===== src/rtl/pipe_ctrl.sv =====
// -----------------------------------------------------------------------------
// pipe_ctrl -- central sequencer for the 5-stage pipeline.
//
// Merges the stall requests from ID, EX and MEM into one per-stage hold
// vector. Sequences exception and eret flushes and supplies the redirect PC.
// A watchdog forces a recovery flush when the pipeline is held for too long.
//
// Ports:
//   clk           in   rising-edge clock
//   rst           in   asynchronous reset, active low
//   stallreq_id   in   ID hold request (load-use hazard)
//   stallreq_ex   in   EX hold request (multi-cycle hi/lo op)
//   stallreq_mem  in   MEM hold request (data memory not ready)
//   excepttype_i  in   exception code from MEM, 0 = none
//   epc_i         in   current CP0 EPC (eret target)
//   stall_o       out  hold: [0] pc [1] if_id [2] id_ex [3] ex_mem [4] mem_wb
//                      [5] reserved, always 0
//   flush_o       out  clear all pipeline registers this cycle
//   new_pc_o      out  redirect target, meaningful only while flush_o=1
//   timeout_o     out  sticky: watchdog has fired since reset
//   stall_cnt_o   out  current consecutive-stall count
// -----------------------------------------------------------------------------
module pipe_ctrl #(
    parameter logic [31:0] EXC_VECTOR = 32'h0000_0020,
    parameter int          WDOG_W     = 8,
    parameter int          WDOG_MAX   = 255,
    parameter logic [31:0] ERET_CODE  = 32'h0000_000e
) (
    input  logic              clk,
    input  logic              rst,
    input  logic              stallreq_id,
    input  logic              stallreq_ex,
    input  logic              stallreq_mem,
    input  logic [31:0]       excepttype_i,
    input  logic [31:0]       epc_i,
    output logic [5:0]        stall_o,
    output logic              flush_o,
    output logic [31:0]       new_pc_o,
    output logic              timeout_o,
    output logic [WDOG_W-1:0] stall_cnt_o
);

    typedef enum logic {
        RUN    = 1'b0,
        SQUASH = 1'b1
    } state_t;

    localparam logic [WDOG_W-1:0] CNT_MAX = WDOG_W'(WDOG_MAX);

    state_t            state;
    logic [WDOG_W-1:0] stall_cnt;
    logic              any_req;
    logic              wdog_fire;

    assign any_req     = stallreq_id | stallreq_ex | stallreq_mem;
    assign stall_cnt_o = stall_cnt;

    // Watchdog fires only while still in RUN and somebody is still asking to
    // hold; a request that drops on the limit cycle is not a hang.
    assign wdog_fire = rst && (state == RUN) && any_req && (stall_cnt == CNT_MAX);

    // Stall/flush are same-cycle responses. The rst term keeps every
    // combinational output at 0 while reset is held, whatever the inputs do.
    always_comb begin
        // NOTE: every output gets a default first so no path leaves it
        // unassigned -- that is what keeps this block from inferring latches.
        stall_o  = 6'b000000;
        flush_o  = 1'b0;
        new_pc_o = 32'h0;
        if (rst && state == RUN) begin
            if (wdog_fire) begin
                flush_o  = 1'b1;
                new_pc_o = EXC_VECTOR;
            end else if (excepttype_i == ERET_CODE) begin
                flush_o  = 1'b1;
                new_pc_o = epc_i;
            end else if (excepttype_i != 32'h0) begin
                flush_o  = 1'b1;
                new_pc_o = EXC_VECTOR;
            end else if (stallreq_mem) begin
                stall_o = 6'b011111;
            end else if (stallreq_ex) begin
                stall_o = 6'b001111;
            end else if (stallreq_id) begin
                stall_o = 6'b000111;
            end
        end
    end

    // SQUASH lasts exactly one cycle and ignores all requests: whatever
    // arrives then is residue from the wrong path being cleared.
    always_ff @(posedge clk or negedge rst) begin
        // NOTE: state registers use non-blocking assignments so every register
        // in this block samples pre-edge values regardless of statement order.
        if (!rst) begin
            state     <= RUN;
            stall_cnt <= '0;
            timeout_o <= 1'b0;
        end else begin
            case (state)
                RUN: begin
                    if (flush_o) begin
                        state     <= SQUASH;
                        stall_cnt <= '0;
                        if (wdog_fire) timeout_o <= 1'b1;
                    end else if (stall_o != 6'b000000) begin
                        if (stall_cnt != CNT_MAX) stall_cnt <= stall_cnt + 1'b1;
                    end else begin
                        stall_cnt <= '0;
                    end
                end
                SQUASH: begin
                    state     <= RUN;
                    stall_cnt <= '0;
                end
                default: begin
                    state     <= RUN;
                    stall_cnt <= '0;
                end
            endcase
        end
    end

endmodule

===== config.mk =====
export PLATFORM = sky130hd
export DESIGN_NAME = pipe_ctrl
export DESIGN_NICKNAME = d
export VERILOG_FILES = /design/src/rtl/pipe_ctrl.sv
export SDC_FILE = /design/constraint.sdc
export NUM_CORES = 1
export LEC_CHECK = 0
export ABC_AREA = 1
export CORE_ASPECT_RATIO = 0.7
export CORE_MARGIN = 10
export CORE_UTILIZATION = 50
export DETAILED_ROUTE_END_ITERATION = 10
export DONT_BUFFER_PORTS = 1
export GPL_TIMING_DRIVEN = 0
export PLACE_DENSITY = 0.71
export REMOVE_ABC_BUFFERS = 1
export SYNTH_ARGS = -nofsm -noshare
export SYNTH_HDL_FRONTEND = slang
export SYNTH_SLANG_ARGS = --single-unit

===== constraint.sdc =====
create_clock -name clk -period 4.59 [get_ports clk]
set_input_delay 0.918 -clock clk [delete_from_list [all_inputs] [get_ports clk]]
set_output_delay 0.918 -clock clk [all_outputs]
set_load 0.02 [all_outputs]

# Word level (Yosys, flattened, before mapping)
# Cells that the tools add are included.
# totals
ff_bits	10
inputBits	69
output_inout_bits	48
# classes
n_addsub	1
eq_ne	4
n_mux	21
bitwise	3
reduce_logical	6
# op_table
operator	count
$mux W32	3
$eq A32 B4 Y1 const B	1
$reduce_bool A32 Y1	1
$mux W8	3
$mux W5	4
$pmux W8 S2	1
$mux W6	2
$add A8 B1 Y8 const B	1
$eq A8 B8 Y1 const B	1
$ne A8 B8 Y1 const B	1
$reduce_bool A6 Y1	1
$mux W1	5
$mux W4	1
$ne A4 B3 Y1 const B	1
$logic_and A1 B1 Y1	3
$mux W3	1
$reduce_and A3 Y1	1
$or A1 B1 Y1	2
$pmux W1 S2	1
$not A1 Y1	1

# Logic depth before layout (Yosys ltp)
# Gate-level depths: netlist of the first run.
# depth
depth_word	11
depth_mapped	9
ltp_nobuf	9

# Worst setup path before layout of the first run
# Ideal clock, no wire load.
# synth_timing
kind	input port to output port
from	input excepttype_i[15]
to	output stall_o[1]
arrival_ns	2.201
t_required_ns	3.672
path_slack_ns	1.471
path_stages	8
path_buffers	1
path_cell_list	nor2_1 > nand2_1 > nor2_1 > nand2_1 > nor2_1 > nand2_1 > a21oi_1 > buf_4
# synth_between
elab_chain_cells	5
word_cells_on_any_way	6
# synth_lines
item	line	source
start: declaration	34	input logic [31:0] excepttype_i,
$reduce_bool A32 Y1	77	end else if (excepttype_i != 32'h0) begin
$mux W5	77	
$mux W5 *	74	end else if (excepttype_i == ERET_CODE) begin
$mux W5 *	71	if (wdog_fire) begin
$mux W6 *	70	if (rst && state == RUN) begin
end: declaration	36	output logic [5:0] stall_o,
# Every way passes the cells marked *; elsewhere a longest branch is shown, timed or not.

# Final worst setup path of the first run
# layout_timing
from	input rst
to	output stall_o[1]
# layout_between
elab_chain_cells	5
# layout_lines
item	line	source
start: declaration	30	input logic rst,
$logic_and A1 B1 Y1 *	60, 70	
$logic_and A1 B1 Y1 (2 in series)	60	assign wdog_fire = rst && (state == RUN) && any_req && (stall_cnt == CNT_MAX);
$mux W5	71	
$mux W6 *	70	
# Marked as above.

==> flow_metrics.env, run 1 <==
export IMPL_outcome="finished clean"
export IMPL_rows=14
export IMPL_grt_usage_pct=13.63
export IMPL_drt_total_wl_mm=3.397
export IMPL_drive_above_1_share_pct=9.730
export IMPL_synth_cell_area_mm2=0.001090
export IMPL_synth_cells=191
export IMPL_r2r_end="stall_cnt_o[2]"
export IMPL_root_buffer="clkbuf_4"
export IMPL_avgViaCountPerCell=5.152
export IMPL_grt_start_max_net_pins=35
export IMPL_clk_latency_ns=0.26
export IMPL_post_drt_wl_per_cell_um=15.65
export IMPL_fp_dieArea_mm2=0.004477
export IMPL_cts_buffers_inserted=3
export IMPL_r2r_start="stall_cnt_o[0]"
export IMPL_drtPass1Iterations=6
export IMPL_finalHoldViolations=0
export IMPL_final_common_cell="nor2_1"
export IMPL_fin_cells=217
export IMPL_most_common_layout_cells="nor2_1 (65), nand2_1 (58), inv_1 (13), dfrtp_1 (10)"
export IMPL_synth_seq_cells=10
export IMPL_cp_data_arrival_time_ns=2.62
export IMPL_ys_seq_area_share_pct=22.96
export IMPL_leakage_nw=0.4781
export IMPL_postSynthAreaPerCell_um2=5.706
export IMPL_cts_max_path_buffers=2
export IMPL_dr_total_vias=1118
export IMPL_drv_cap=0
export IMPL_grt_overflow=0
export IMPL_antenna_found_initial=0
export IMPL_yosys_area_top_type="dfrtp_1"
export IMPL_core_mm2=0.002120
export IMPL_nets=257
export IMPL_dp_hpwl_mm=2.988
export IMPL_yosysWarningCount=0
export IMPL_fin_crit_ns=3.537
export IMPL_final_setup_viol_count=0
export IMPL_synth_cell_types=28
export IMPL_cts_tree="yes"
export IMPL_crit_start="rst"
export IMPL_port_buffers=0
export IMPL_path_class="input port to output pin"
export IMPL_finalMaxSlewViolations=0
export IMPL_tightestPinTransition_ns=1.265
export IMPL_drtIter0Drc=90
export IMPL_crit_fanout=34
export IMPL_ant_nets=0
export IMPL_initial_utilization_pct=51.42
export IMPL_synth_top_area_share_pct=22.96
export IMPL_htree_num_levels=1
export IMPL_post_cts_buffers=0
export IMPL_power_density_mw_per_mm2=158.5
export IMPL_cts_resized=0
export IMPL_critPathCaptureType="output pin"
export IMPL_reg2reg_depth=9
export IMPL_gp_congestion=0.7340
export IMPL_relSlewSlack_pct=15.90
export IMPL_clock_sinks=10
export IMPL_clk_pin_slew_ns=0.06
export IMPL_start_kind="input port"
export IMPL_cts_hold_buf=0
export IMPL_critPathRequiredTime_ns=3.67
export IMPL_die_h_um=59.06
export IMPL_fin_skew_ns=0.007335
export IMPL_area_growth_pct=-0.4593
export IMPL_drc=0
export IMPL_post_route_period_util_pct=77.06
export IMPL_die_width_um=75.80
export IMPL_grt_pass1_vias=1042
export IMPL_r2r_setup_slack_ns=2.90
export IMPL_fin_setup_tns_ns=0
export IMPL_grt_pass1_wl_mm=4.919
export IMPL_hold_class="input port to async pin"
export IMPL_yosys_top_cells_area="dfrtp_1 (23%), nor2_1 (22%), nand2_1 (20%)"
export IMPL_fmax_mhz=282.7
export IMPL_antennaDiodeCount=0
export IMPL_rsz0062_at_grt="false"
export IMPL_dp_cells=214
export IMPL_peakVddDrop_mv=0.08631
export IMPL_io_pin_count=117
-- flip-flops by register name, summed over array words and instances, names as in the netlist --
register,flops
timeout_o,1
stall_cnt_o,8
state,1
-- area by class of cell --
type,count,area [um2]
tap,32,40.04
multi-input combinational,158,719.4
fill,212,1035
inverter,14,52.55
sequential,10,250.2
clock buffer,3,22.52
-- per-layer routing --
| layer | wire (um) | vias up | global-route usage (%) | share of wire, % |
|---|---|---|---|---|
| met4 | 19 | 0 | 3.430 | 0.56 |
| met1 | 1260 | 483 | 15.14 | 37 |
| met2 | 1736 | 70 | 22.83 | 51 |
| met3 | 380 | 2 | 6.533 | 11 |
| met5 | 0 | - | 0 | 0 |
| li1 | - | 563 | - | - |
-- kinds of logic after synthesis --
family,after synthesis,share of synthesized area (%)
xor gates and xnor gates,2,1.608
and+or+nand+nor,148,59.47
AOI/OAI and AO/OA,6,3.444
buffers and inverters,23,11.02
other,1,0.3441
adders and majority gates,1,1.148
DFF,10,22.96
-- stage by stage --
stage          hold slack (ns)  cell area (um2)  setup slack, ns  power [W]  util, %
5_1_grt                 0.3230             1085           0.8220  0.0001864    51.18
2_1_floorplan           0.5947             1022            1.211  0.0001140        -
3_3_place_gp            0.6227             1062            1.074  0.0001164    50.12
3_5_place_dp            0.6227             1062            1.041  0.0001174    50.12
4_1_cts                 0.3421             1085            1.035  0.0001748    51.18
6_report                0.3483             1085            1.053  0.0001720    51.18
-- critical path: stages --
cell and delay, ns:
nand2_2 0.07, inv_2 0.20, nand2_1 0.16, nand2_2 0.09
nand2_4 0.09, nand2_1 0.10, a21oi_1 0.98
-- cell usage after synthesis --
library cell,count
inv_1,13
o21ai_0,3
nand2_4,1
nand2_1,58
or2_1,1
or2_2,1
o211ai_2,1
nand4_1,2
nor2_1,65
dfrtp_1,10
nand2_2,3
nor2_4,1
nor3_1,1
nor3_4,1
a21oi_1,2
buf_4,3
buf_6,3
clkbuf_1,3
ha_1,1
nand4_4,1
nand3b_1,2
xor2_1,1
and2_1,1
nor2_2,5
conb_1,1
inv_2,1
nand3_1,5
xnor2_1,1
-- worst max path at each step --
stage / endpoint
2_1_floorplan: stall_o[0]
3_3_place_gp: stall_o[1]
3_5_place_dp: stall_o[1]
4_1_cts: stall_o[1]
5_1_grt: stall_o[1]
6_report: stall_o[1]
-- where the power goes --
| part | internal [W] | switching (W) | total (W) |
|---|---|---|---|
| Clock | 0.0000301 | 0.0000262 | 0.0000563 |
| Combinational | 0.00000771 | 0.0000191 | 0.0000268 |
| Sequential | 0.0000888 | 0.000000139 | 0.0000889 |
| Total | 0.000127 | 0.0000454 | 0.000172 |
(Power assumes the default switching activity.)
==> run 2, diff against run 1 <==
- PLACE_DENSITY: 0.71 -> 0.74
- clock period: 4.59 -> 3.2 ns (I/O delays scaled with it)
==> flow_metrics.env, run 2 (same netlist as run 1, synthesis figures left out) <==
export IMPL_r2r_start="stall_cnt_o[0]"
export IMPL_outcome="finished clean"
export IMPL_cpMaxStageDelayCell="nor2_1"
export IMPL_grt_overflow=0
export IMPL_clk_pin_slew_ns=0.07
export IMPL_post_drt_wl_per_cell_um=16.25
export IMPL_die_width_um=75.80
export IMPL_fin_skew_ns=0.003391
export IMPL_avgViaCountPerCell=5.211
export IMPL_dp_cells=214
export IMPL_nets=257
export IMPL_drtIter0Drc=97
export IMPL_hold_slack_ns=0.05572
export IMPL_clock_sinks=10
export IMPL_core_mm2=0.002120
export IMPL_cts_max_path_buffers=2
export IMPL_drive_above_1_share_pct=10.75
export IMPL_crit_path_max_incr_delay_ns=0.50
export IMPL_most_common_layout_cells="nor2_1 (65), nand2_1 (58), inv_1 (13), dfrtp_1 (10)"
export IMPL_rsz0062_at_grt="false"
export IMPL_gp_congestion=0.7565
export IMPL_critPathRequiredTime_ns=2.56
export IMPL_antennaDiodeCount=0
export IMPL_finalMaxSlewViolations=0
export IMPL_rows=14
export IMPL_fin_crit_ns=2.915
export IMPL_root_buffer="clkbuf_4"
export IMPL_cts_tree="yes"
export IMPL_fmax_mhz=343.0
export IMPL_crit_buf_inv=0
export IMPL_drtPass1Iterations=5
export IMPL_grt_pass1_wl_mm=5.009
export IMPL_cts_hold_buf=0
export IMPL_initial_utilization_pct=51.42
export IMPL_cts_buffers_inserted=3
export IMPL_hold_class="input port to async pin"
export IMPL_drt_total_wl_mm=3.543
export IMPL_post_cts_buffers=0
export IMPL_path_class="flop to output pin"
export IMPL_htree_num_levels=1
export IMPL_leakage_nw=0.4851
export IMPL_final_setup_viol_count=0
export IMPL_critPathCaptureType="output pin"
export IMPL_final_common_cell="nor2_1"
export IMPL_cp_data_arrival_time_ns=2.28
export IMPL_post_route_period_util_pct=91.09
export IMPL_crit_chain="ha_1 > nand3_1 > nor2_4 > nand2_4 > nand4_4 > nor2_1"
export IMPL_port_buffers=0
export IMPL_crit_fanout=31
export IMPL_grt_usage_pct=14.05
export IMPL_drc=0
export IMPL_drv_cap=0
export IMPL_crit_start="stall_cnt_o[0]"
export IMPL_fin_setup_tns_ns=0
export IMPL_finalHoldViolations=0
export IMPL_start_kind="flop"
export IMPL_power_density_mw_per_mm2=255.0
export IMPL_fp_dieArea_mm2=0.004477
export IMPL_ant_nets=0
export IMPL_io_pin_count=117
export IMPL_clk_latency_ns=0.27
export IMPL_antenna_found_initial=0
export IMPL_fin_cells=218
export IMPL_cts_resized=0
export IMPL_dp_hpwl_mm=3.080
export IMPL_grt_pass1_vias=1065
export IMPL_grt_start_max_net_pins=35
export IMPL_tightestPinTransition_ns=0.7413
export IMPL_dr_total_vias=1136
export IMPL_die_h_um=59.06
export IMPL_peakVddDrop_mv=0.1168
export IMPL_area_growth_pct=1.148
export IMPL_relSlewSlack_pct=50.61
export IMPL_largest_register_ffs=8
export IMPL_critPathTopFamily="simple AND/OR/NAND/NOR gates"
-- run 2: changes by cell type in the layout (fill, tap and decap cells not counted) --
cell / previous run / this run
a21oi_1: 2 / 1
a21oi_2: 0 / 1
clkbuf_8: 0 / 1
-- run 2: layout make-up --
cell class                 instances  area (um2)
clock buffer                       4       36.28
tap                               32       40.04
fill                             233        1017
inverter                          14       52.55
sequential                        10       250.2
multi-input combinational        158       723.2
-- run 2: worst reg2reg max path: stages (launching register included) --
cell and delay, ns:
dfrtp_1 0.51, ha_1 0.27, nand3_1 0.16, nor2_4 0.25, inv_1 0.13, nand2_1 0.08, nand2_1 0.04, nand2_1 0.06
inv_1 0.04, nor2_1 0.10
-- run 2: metal layers --
metal	vias to the layer above	share of wire, %	global-route usage (%)
li1	562	-	-
met1	488	34	13.93
met2	79	50	24.88
met3	7	14	7.203
met4	0	1.2	4.485
met5	-	0	0
-- run 2: path summary, 6_finish.rpt --
kind | end | slack (ns) | depth (start not counted)
setup / recovery | new_pc_o[12] | 0.28 | 6
setup reg to reg | stall_cnt_o[2] | 1.48 | 9
min in group clk | timeout_o | 0.65 | 1
hold / removal | stall_cnt_o[2] | 0.06 | 0
max in group asynchronous | stall_cnt_o[6] | 3.07 | 0
hold reg to reg | timeout_o | 0.65 | 1
-- run 2: power breakdown --
group / switching, W / internal [W]
Sequential: 0.000000179 / 0.000127
Clock: 0.0000450 / 0.0000692
Combinational: 0.0000284 / 0.0000111
Total: 0.0000736 / 0.000208
-- run 2: per-stage QoR --
stage	instance area (um2)	utilization (%)	setup WS, ns	power [W]
finish	1102	52.01	0.2850	0.0002811
global route	1102	52.01	0.1002	0.0002997
detailed placement	1062	50.12	0.2220	0.0001690
global placement	1062	50.12	0.2537	0.0001670
CTS	1099	51.83	0.05136	0.0002854
floorplan	1022	-	0.3770	0.0001635
